[config.mk]
export PLATFORM = sky130hd
export DESIGN_NAME = bram_1p_be_pipe
export DESIGN_NICKNAME = d
export VERILOG_FILES = /design/src/rtl/bram_pkg.sv /design/src/rtl/bram_clear_fsm.sv /design/src/rtl/bram_1p_be_pipe.sv
export SDC_FILE = /design/constraint.sdc
export NUM_CORES = 1
export LEC_CHECK = 0
export ABC_AREA = 1
export CORE_MARGIN = 2
export CORE_UTILIZATION = 57
export CTS_BUF_LIST = sky130_fd_sc_hd__clkbuf_2
export DETAILED_ROUTE_END_ITERATION = 12
export PLACE_DENSITY = 0.78
export SLEW_MARGIN = 30
export SYNTH_ARGS = -nofsm -noshare
export SYNTH_HDL_FRONTEND = slang
export SYNTH_HIERARCHICAL = 1
export SYNTH_SLANG_ARGS = --single-unit
[constraint.sdc]
create_clock -name clk_i -period 2.2 [get_ports clk_i]
set_clock_uncertainty 0.15 [all_clocks]
set_input_delay 0.33 -clock clk_i [delete_from_list [all_inputs] [get_ports clk_i]]
set_output_delay 0.33 -clock clk_i [all_outputs]
set_load 0.01 [all_outputs]
[src/rtl/bram_pkg.sv]
// Shared types and the byte-lane merge helper for the byte-enable block RAM.
package bram_pkg;

    // Behaviour of the read-data stage when the access is a write.
    typedef enum logic [1:0] {
        WM_READ_FIRST,
        WM_WRITE_FIRST,
        WM_NO_CHANGE
    } write_mode_e;

    // Post-reset clear sequencer states.
    typedef enum logic {
        CLR_CLEAR,
        CLR_READY
    } clr_state_e;

    // Widest word the merge helper handles; callers zero-extend into it.
    localparam int MERGE_MAX_WIDTH = 256;

    // Bits of lanes with be set come from new_word, the rest from old_word.
    // One enable bit per lane, so the enable vector never needs more bits
    // than the word itself.
    function automatic logic [MERGE_MAX_WIDTH-1:0] bram_merge(
        input logic [MERGE_MAX_WIDTH-1:0] old_word,
        input logic [MERGE_MAX_WIDTH-1:0] new_word,
        input logic [MERGE_MAX_WIDTH-1:0] be,
        input int                         byte_width
    );
        logic [MERGE_MAX_WIDTH-1:0] merged;
        merged = old_word;
        for (int i = 0; i < MERGE_MAX_WIDTH; i++) begin
            if (be[8'(i / byte_width)]) begin
                merged[8'(i)] = new_word[8'(i)];
            end
        end
        return merged;
    endfunction

endpackage

[src/rtl/bram_clear_fsm.sv]
// Post-reset clear sequencer: walks every address once, requesting an
// all-zero write per cycle, then reports ready for normal accesses.
module bram_clear_fsm
    import bram_pkg::*;
#(
    parameter int RAM_ADDR_BITS  = 4,
    parameter int CLEAR_ON_RESET = 1
) (
    input  logic                     clk_i,
    input  logic                     rst_i,
    output logic                     busy_o,
    output logic                     clr_we_o,
    output logic [RAM_ADDR_BITS-1:0] clr_addr_o
);

    clr_state_e               state;
    logic [RAM_ADDR_BITS-1:0] cnt;
    logic                     busy_q;

    // State, address counter and the registered busy flag advance together;
    // reset always restarts the sweep from address 0.
    always_ff @(posedge clk_i) begin
        if (rst_i) begin
            state  <= (CLEAR_ON_RESET != 0) ? CLR_CLEAR : CLR_READY;
            busy_q <= (CLEAR_ON_RESET != 0);
            cnt    <= '0;
        end else begin
            case (state)
                CLR_CLEAR: begin
                    cnt <= cnt + 1'b1;
                    if (cnt == '1) begin
                        state  <= CLR_READY;
                        busy_q <= 1'b0;
                    end
                end
                CLR_READY: begin
                    busy_q <= 1'b0;
                end
            endcase
        end
    end

    assign busy_o     = busy_q;
    assign clr_we_o   = busy_q;
    assign clr_addr_o = cnt;

endmodule

[src/rtl/bram_1p_be_pipe.sv]
// Single-port block RAM with per-lane write enables, selectable write mode,
// optional output register and a post-reset zeroing sweep.
//
// Output handshake: valid_o is a one-cycle pulse; whenever it is 1, data_o
// carries a word that has not been presented before. There is no back
// pressure; with OUT_REG=1 the consumer paces the output via reg_en_i.
// Requests (en_i) arriving while busy_o=1 are discarded, not queued.
module bram_1p_be_pipe
    import bram_pkg::*;
#(
    parameter int          RAM_WIDTH      = 32,
    parameter int          RAM_ADDR_BITS  = 4,
    parameter int          BYTE_WIDTH     = 8,
    parameter int          OUT_REG        = 1,
    parameter write_mode_e WRITE_MODE     = WM_READ_FIRST,
    parameter int          CLEAR_ON_RESET = 1,
    localparam int         NB             = RAM_WIDTH / BYTE_WIDTH,
    localparam int         RAM_DEPTH      = 2 ** RAM_ADDR_BITS
) (
    input  logic                     clk_i,
    input  logic                     rst_i,
    input  logic                     en_i,
    input  logic [NB-1:0]            we_i,
    input  logic [RAM_ADDR_BITS-1:0] addr_i,
    input  logic [RAM_WIDTH-1:0]     data_i,
    input  logic                     reg_en_i,
    output logic [RAM_WIDTH-1:0]     data_o,
    output logic                     valid_o,
    output logic                     busy_o
);

    logic                     busy;
    logic                     clr_we;
    logic [RAM_ADDR_BITS-1:0] clr_addr;

    bram_clear_fsm #(
        .RAM_ADDR_BITS  (RAM_ADDR_BITS),
        .CLEAR_ON_RESET (CLEAR_ON_RESET)
    ) u_clear (
        .clk_i      (clk_i),
        .rst_i      (rst_i),
        .busy_o     (busy),
        .clr_we_o   (clr_we),
        .clr_addr_o (clr_addr)
    );

    assign busy_o = busy;

    logic [RAM_WIDTH-1:0]     mem [RAM_DEPTH];
    logic                     access;
    logic                     is_write;
    logic                     s1_load;
    logic [RAM_ADDR_BITS-1:0] port_addr;
    logic [NB-1:0]            port_we;
    logic [RAM_WIDTH-1:0]     port_din;
    logic [RAM_WIDTH-1:0]     old_word;
    logic [RAM_WIDTH-1:0]     merged_word;
    logic [RAM_WIDTH-1:0]     s1_data;
    logic                     valid_q;

    assign access   = en_i & ~busy;
    assign is_write = |we_i;
    // NO_CHANGE writes leave the read stage untouched.
    assign s1_load  = access & (~is_write | (WRITE_MODE != WM_NO_CHANGE));

    // The clear sweep owns the single array port while busy.
    assign port_addr = clr_we ? clr_addr : addr_i;
    assign port_we   = clr_we ? '1 : (access ? we_i : '0);
    assign port_din  = clr_we ? '0 : data_i;

    assign old_word    = mem[port_addr];
    assign merged_word = RAM_WIDTH'(bram_merge(MERGE_MAX_WIDTH'(old_word),
                                               MERGE_MAX_WIDTH'(data_i),
                                               MERGE_MAX_WIDTH'(we_i),
                                               BYTE_WIDTH));

    // Byte-lane writes into the array; reset deliberately leaves it alone.
    always_ff @(posedge clk_i) begin
        for (int b = 0; b < NB; b++) begin
            if (port_we[b]) begin
                mem[port_addr][b*BYTE_WIDTH +: BYTE_WIDTH] <= port_din[b*BYTE_WIDTH +: BYTE_WIDTH];
            end
        end
    end

    // Stage-1 read data: old word, or the merged word for WRITE_FIRST writes.
    always_ff @(posedge clk_i) begin
        if (rst_i) begin
            s1_data <= '0;
        end else if (s1_load) begin
            s1_data <= (is_write && (WRITE_MODE == WM_WRITE_FIRST)) ? merged_word : old_word;
        end
    end

    generate
        if (OUT_REG == 0) begin : g_no_oreg
            logic unused_reg_en;
            assign unused_reg_en = reg_en_i;

            // Valid pulse follows every access that refreshed stage-1.
            always_ff @(posedge clk_i) begin
                if (rst_i) begin
                    valid_q <= 1'b0;
                end else begin
                    valid_q <= s1_load;
                end
            end

            assign data_o = s1_data;
        end else begin : g_oreg
            logic                 v1;
            logic [RAM_WIDTH-1:0] out_q;

            // Output register loads on reg_en_i; v1 marks unconsumed stage-1 data
            // and a fresh access wins over the consume in the same cycle.
            always_ff @(posedge clk_i) begin
                if (rst_i) begin
                    v1      <= 1'b0;
                    out_q   <= '0;
                    valid_q <= 1'b0;
                end else begin
                    if (s1_load) begin
                        v1 <= 1'b1;
                    end else if (reg_en_i) begin
                        v1 <= 1'b0;
                    end
                    if (reg_en_i) begin
                        out_q   <= s1_data;
                        valid_q <= v1;
                    end else begin
                        valid_q <= 1'b0;
                    end
                end
            end

            assign data_o = out_q;
        end
    endgenerate

    assign valid_o = valid_q;

endmodule

-- After elaboration in Yosys (flattened, before gate mapping)
Memory sizes are Yosys's and may differ from the RTL's. A register that Yosys moved wholly into a read port is not among the register bits.
Cells that the tools add are included.
W data, S select, Z words.
- flip-flop bits (word level): 40
- bits in latches: 0
- RAM bits: 512
- ROM bits: 0
- input port bits: 44
- memories kept: 1
- $add $sub $neg: 1
- $mul: 0
- divide/modulo/power cells: 0
- magnitude comparators: 0
- eq/ne operators: 2
- shifts and indexed selects: 0
- mux-type cells: 18
- bitwise gates (word level): 4
- reduce and logical (&&, ||, !) cells: 2
- memories (memory ; depth ; width ; rd ports ; clocked after memory_dff ; wr ports ; RTL line ; source):
    mem ; 16 ; 32 ; 1 ; 1 ; 1 ; bram_1p_be_pipe.sv:49 ; logic [RAM_WIDTH-1:0] mem [RAM_DEPTH];
- operators with widths (operator ; number):
    $mux W32 ; 1
    $mux W1 ; 13
    $mux W4 ; 3
    $add A4 B1 Y4 const B ; 1
    $eq A4 B4 Y1 const B ; 1
    $not A1 Y1 ; 3
    $ne A2 B1 Y1 const B ; 1
    $pmux W1 S2 ; 1
    $reduce_bool A2 Y1 ; 1
    $reduce_or A2 Y1 ; 1
    $and A1 B1 Y1 ; 1

-- Depth between registers and ports, before layout
- depth in word-level cells: 6
- depth in mapped cells: 14
- gate-level depth less buffers: 11

-- Modules after synthesis
The synthesis kept the hierarchy.
- by module, submodules not included (module ; instances ; cells each ; area an instance (um^2) ; sequential area each (um^2)):
    bram_1p_be_pipe ; 1 ; 2382 ; 23968.0 ; 16696.0
    bram_clear_fsm ; 1 ; 31 ; 242.7 ; 120.1

-- Least setup slack after synthesis
OpenSTA, ideal clock, no wires.
- path kind: register -> register
- from: register u_clear.busy_q (netlist: u_clear/busy_o)
- to: memory mem[14][10] (enable)
- library setup time: 0.370 ns
- data arrival time: 1.887 ns
- data required time: 1.680 ns
- slack: -0.207 ns
- cell stages (with the launch flop): 10
- path buffers: 3
- clock period less this slack: 2.407 ns
- path through: dfxtp_1 buf_4 buf_2 nand2_1 nand2_1 inv_1 nor2_2 buf_2 nand2_1 nor2_1
- longest elaborated chain between the ends: 6
- RTL lines (element ; RTL line ; source):
    start, declared ; bram_clear_fsm.sv:18 ; logic busy_q;
    start signal, assigned ; bram_clear_fsm.sv:25 ; busy_q <= (CLEAR_ON_RESET != 0);
    $not A1 Y1 ; bram_1p_be_pipe.sv:61 ; assign access = en_i & ~busy;
    $and A1 B1 Y1 ; bram_1p_be_pipe.sv:61 ;
    $mux W4 (2 in a row) ; bram_1p_be_pipe.sv:68 ; assign port_we = clr_we ? '1 : (access ? we_i : '0);
    $mux W1 ; bram_1p_be_pipe.sv:80 ; if (port_we[b]) begin
    $mux W1 (not written as such) ; bram_1p_be_pipe.sv:81 ; mem[port_addr][b*BYTE_WIDTH +: BYTE_WIDTH] <= port_din[b*BYTE_WIDTH +: BYTE_WIDTH];
    end, declared ; bram_1p_be_pipe.sv:49 ;
Parallel ways exist; a longest one is shown, timed or not.

-- Final worst setup path
- from: register u_clear.busy_q (netlist: u_clear/busy_o)
- to: memory mem[6][6] (enable)
The elaborated chain is that of the path after synthesis.

==> results.py <==
metrics = {
    "logic_synthesis": {
        "syn_area_sq_mm": 0.0242,
        "muxShareOfSynthArea_pct": 0,
        "yosysWarnings": 6,
        "synth_common_cells": "nand2_1 (1065), edfxtp_1 (512), nand3_1 (259), nor2_1 (236), dfxtp_1 (72)",
        "synth_top_family_by_area": "simple AND/OR/NAND/NOR gates",
        "yosys.area_share.adder_pct": 0.0517,
        "post_synth_xor_area_fraction_pct": 0,
        "synth_edf_count": 512,
        "syn-num-nets": 2458,
        "synth_compound_area_share_pct": 1.48,
        "yosys.area_share.simple_pct": 25.7,
        "ys_ff_latch": 584,
        "async_flop_share_pct": 0,
        "avgSynthCellArea_sq_um": 10.0,
        "yosysTopAreaCell": "edfxtp_1",
        "yosys-top-cells-area": "edfxtp_1 (64%), nand2_1 (17%), dfxtp_1 (6.0%)",
        "synth_most_common_cell": "nand2_1",
        "ys_seq_area_share_pct": 69.5,
        "ys.flop_type": "edfxtp_1",
        "yosysTopAreaCellShare_pct": 63.5,
        "yosysUniqueCellTypes": 20,
        "synth_cells": 2413,
    },
    "route": {
        "wl_per_cell_um": 20.0,
        "via_per_inst": 5.67,
        "drcViolationCount": 0,
        "ant_nets": 0,
        "vias": 19131,
        "drtPass1Iterations": 6,
        "routed_wl_um": 67400,
        "first_iter_violations": 2551,
    },
    "floorplanning": {
        "initial_core_util_pct": 57.7,
        "ioPinCount": 78,
        "die_h_um": 210,
        "rows": 75,
        "fp.dieW_um": 210,
        "die_area_sq_mm": 0.0441,
        "coreArea_sq_mm": 0.0419,
    },
    "cts": {
        "clockBufferDepth": 3,
        "cts_tree": "done",
        "insertion_delay_ns": 1.17,
        "cts.sinks": 584,
        "htreeDepth": 4,
        "clkTransAtPathRegs_ns": 0.11,
        "numCtsBuffers": 143,
        "root_buffer": "clkbuf_2",
    },
    "setup_path": {
        "startpoint_type": "flop",
        "setup.worst_path.end_class": "flop",
        "cp.arrival_ns": 2.90,
        "cp_max_fo": 8,
        "critPathRequiredTime_ns": 2.86,
        "path_class": "flop to flop",
    },
    "global_route": {
        "grtUsageTotal_pct": 30.5,
        "grt_max_degree": 76,
        "grt_pass1_vias": 18763,
        "use_met2_pct": 48.7,
        "antenna_found_initial": 1,
        "overflow": 0,
        "grt_pass1_wl_um": 102000,
        "met1_usage_pct": 40.3,
        "grt.busiest_layer": "met2",
        "gr-usage-met3_pct": 6.76,
    },
    "sta": {
        "finalWorstPathRequiredPeriod_ns": 2.24,
        "fin_setup_tns_ns": -0.593,
        "setup_ws_ns": -0.0443,
        "fmax_ghz": 0.446,
        "rsz0062_at_grt": "yes",
        "setup_viol": 32,
        "post-route-period-util_pct": 102,
        "final_hold_viol_count": 0,
        "slew_violations": 0,
        "hold-worst-slack_ns": 0.228,
        "maxSlewHeadroom_pct": 39.7,
        "tightest_slew_ns": 0.903,
    },
    "pwr": {
        "ir_drop_uv": 302,
        "leakage_nw": 12.6,
        "power.density_mw_per_mm2": 731,
    },
    "layout": {
        "nNetsFinal": 2772,
        "drive_gt1_share_pct": 22.4,
        "final-seq-area_sq_mm": 0.0168,
        "multi_input_area_sq_mm": 0.00722,
        "syn_to_final_growth_pct": 23.1,
        "fillCellCount": 2786,
    },
    "placement": {
        "dp_hpwl_um": 40900,
        "port_buffers": 77,
        "pre_cts_slack_ns": -0.385,
        "gp_congestion": 0.960,
    },
    "run": {
        "cap_viol_max_count": 0,
    },
    "hold_path": {
        "hp-class": "primary input to flop",
    },
    "run_status": {
        "status": "finished, violations left",
        "violations": "setup timing",
    },
}
what timing repair did:
item,CTS,global route
buffers inserted,18,10
endpoints found under the setup margin,402,384
endpoints found under the hold margin,555,0
pin swaps,10,20
gates cloned,2,2
gates resized for setup,217,65
hold buffers,35,0
cell usage in the layout, fill, tap and decap left out, types with 43 or more instances in the layout:
cell,synthesis,final
buf_12,0,68
buf_4,2,88
clkbuf_2,0,207
clkdlybuf4s50_1,0,43
dfxtp_1,72,47
edfxtp_1,512,512
inv_1,46,46
nand2_1,1065,1039
nand3_1,259,252
nor2_1,236,129
nor2_2,6,80
o21ai_0,64,64
critical path: stages, from the launching register on:
cell     delay, ns
dfxtp_4       0.36
buf_6         0.11
buf_6         0.12
o21ai_4       0.26
inv_4         0.10
nor2_4        0.16
nand2_1       0.18
buf_4         0.20
nor2_2        0.08
buf_4         0.19
cell type report:
class,instances,area share [%]
multi-input combinational,1639,24.2
clock buffer,207,3.48
timing repair buffer,308,12.0
tap,539,2.26
sequential,584,56.5
antenna,1,0.00839
clock inverter,43,0.827
inverter,51,0.667
final timing paths:
| kind | start | cells past startpoint | slack (ns) | to |
|---|---|---|---|---|
| worst min register to register | g_oreg.v1 | 2 | 0.30 | valid_o |
| worst max-delay path | u_clear/busy_o | 9 | -0.04 | mem[6][6] |
| worst max register to register | u_clear/busy_o | 9 | -0.04 | mem[6][6] |
| worst min-delay path | we_i[2] | 7 | 0.23 | mem[8][23] |
state kept, by name, summed over array words and instances, names as in the netlist:
| register | count |
|---|---|
| data_o | 32 |
| g_oreg.v1 | 1 |
| mem | 512 |
| s1_data | 32 |
| u_clear/busy_o | 1 |
| u_clear/clr_addr_o | 4 |
| u_clear/state | 1 |
| valid_o | 1 |
stage by stage:
| stage | cells | power [mW] | cell area (sq um) | util (%) |
|---|---|---|---|---|
| after detailed placement | 3056 | 14.7 | 27500 | 65.5 |
| after floorplan | 2413 | 13.7 | 24400 | - |
| after global routing | 3372 | 22.6 | 29800 | 71.1 |
| after global placement | 3056 | 14.6 | 27400 | 65.4 |
| after CTS | 3361 | 21.7 | 29400 | 70.2 |
| final | 3372 | 21.8 | 29800 | 71.1 |
report_power, final:
part	switching (mW)	internal (mW)	total (mW)
Combinational	1.52	0.967	2.48
Clock	4.21	2.87	7.09
Sequential	0.0726	12.1	12.2
cells by family after synthesis:
kind of cell,Yosys count
AO/OA/AOI/OAI,70
adder cells (fa/ha/maj),1
buffers and inverters,190
flip-flops,584
AND/OR/NAND/NOR,1568
per-layer routing:
layer / vias up / part of all wire, % / wire length, um
met5: - / 0 / 0
met4: 0 / 3.3 / 2250
met3: 203 / 12 / 8320
met2: 1244 / 47 / 32000
met1: 8983 / 37 / 24800
li1: 8701 / - / -
(Power assumes the default switching activity.)
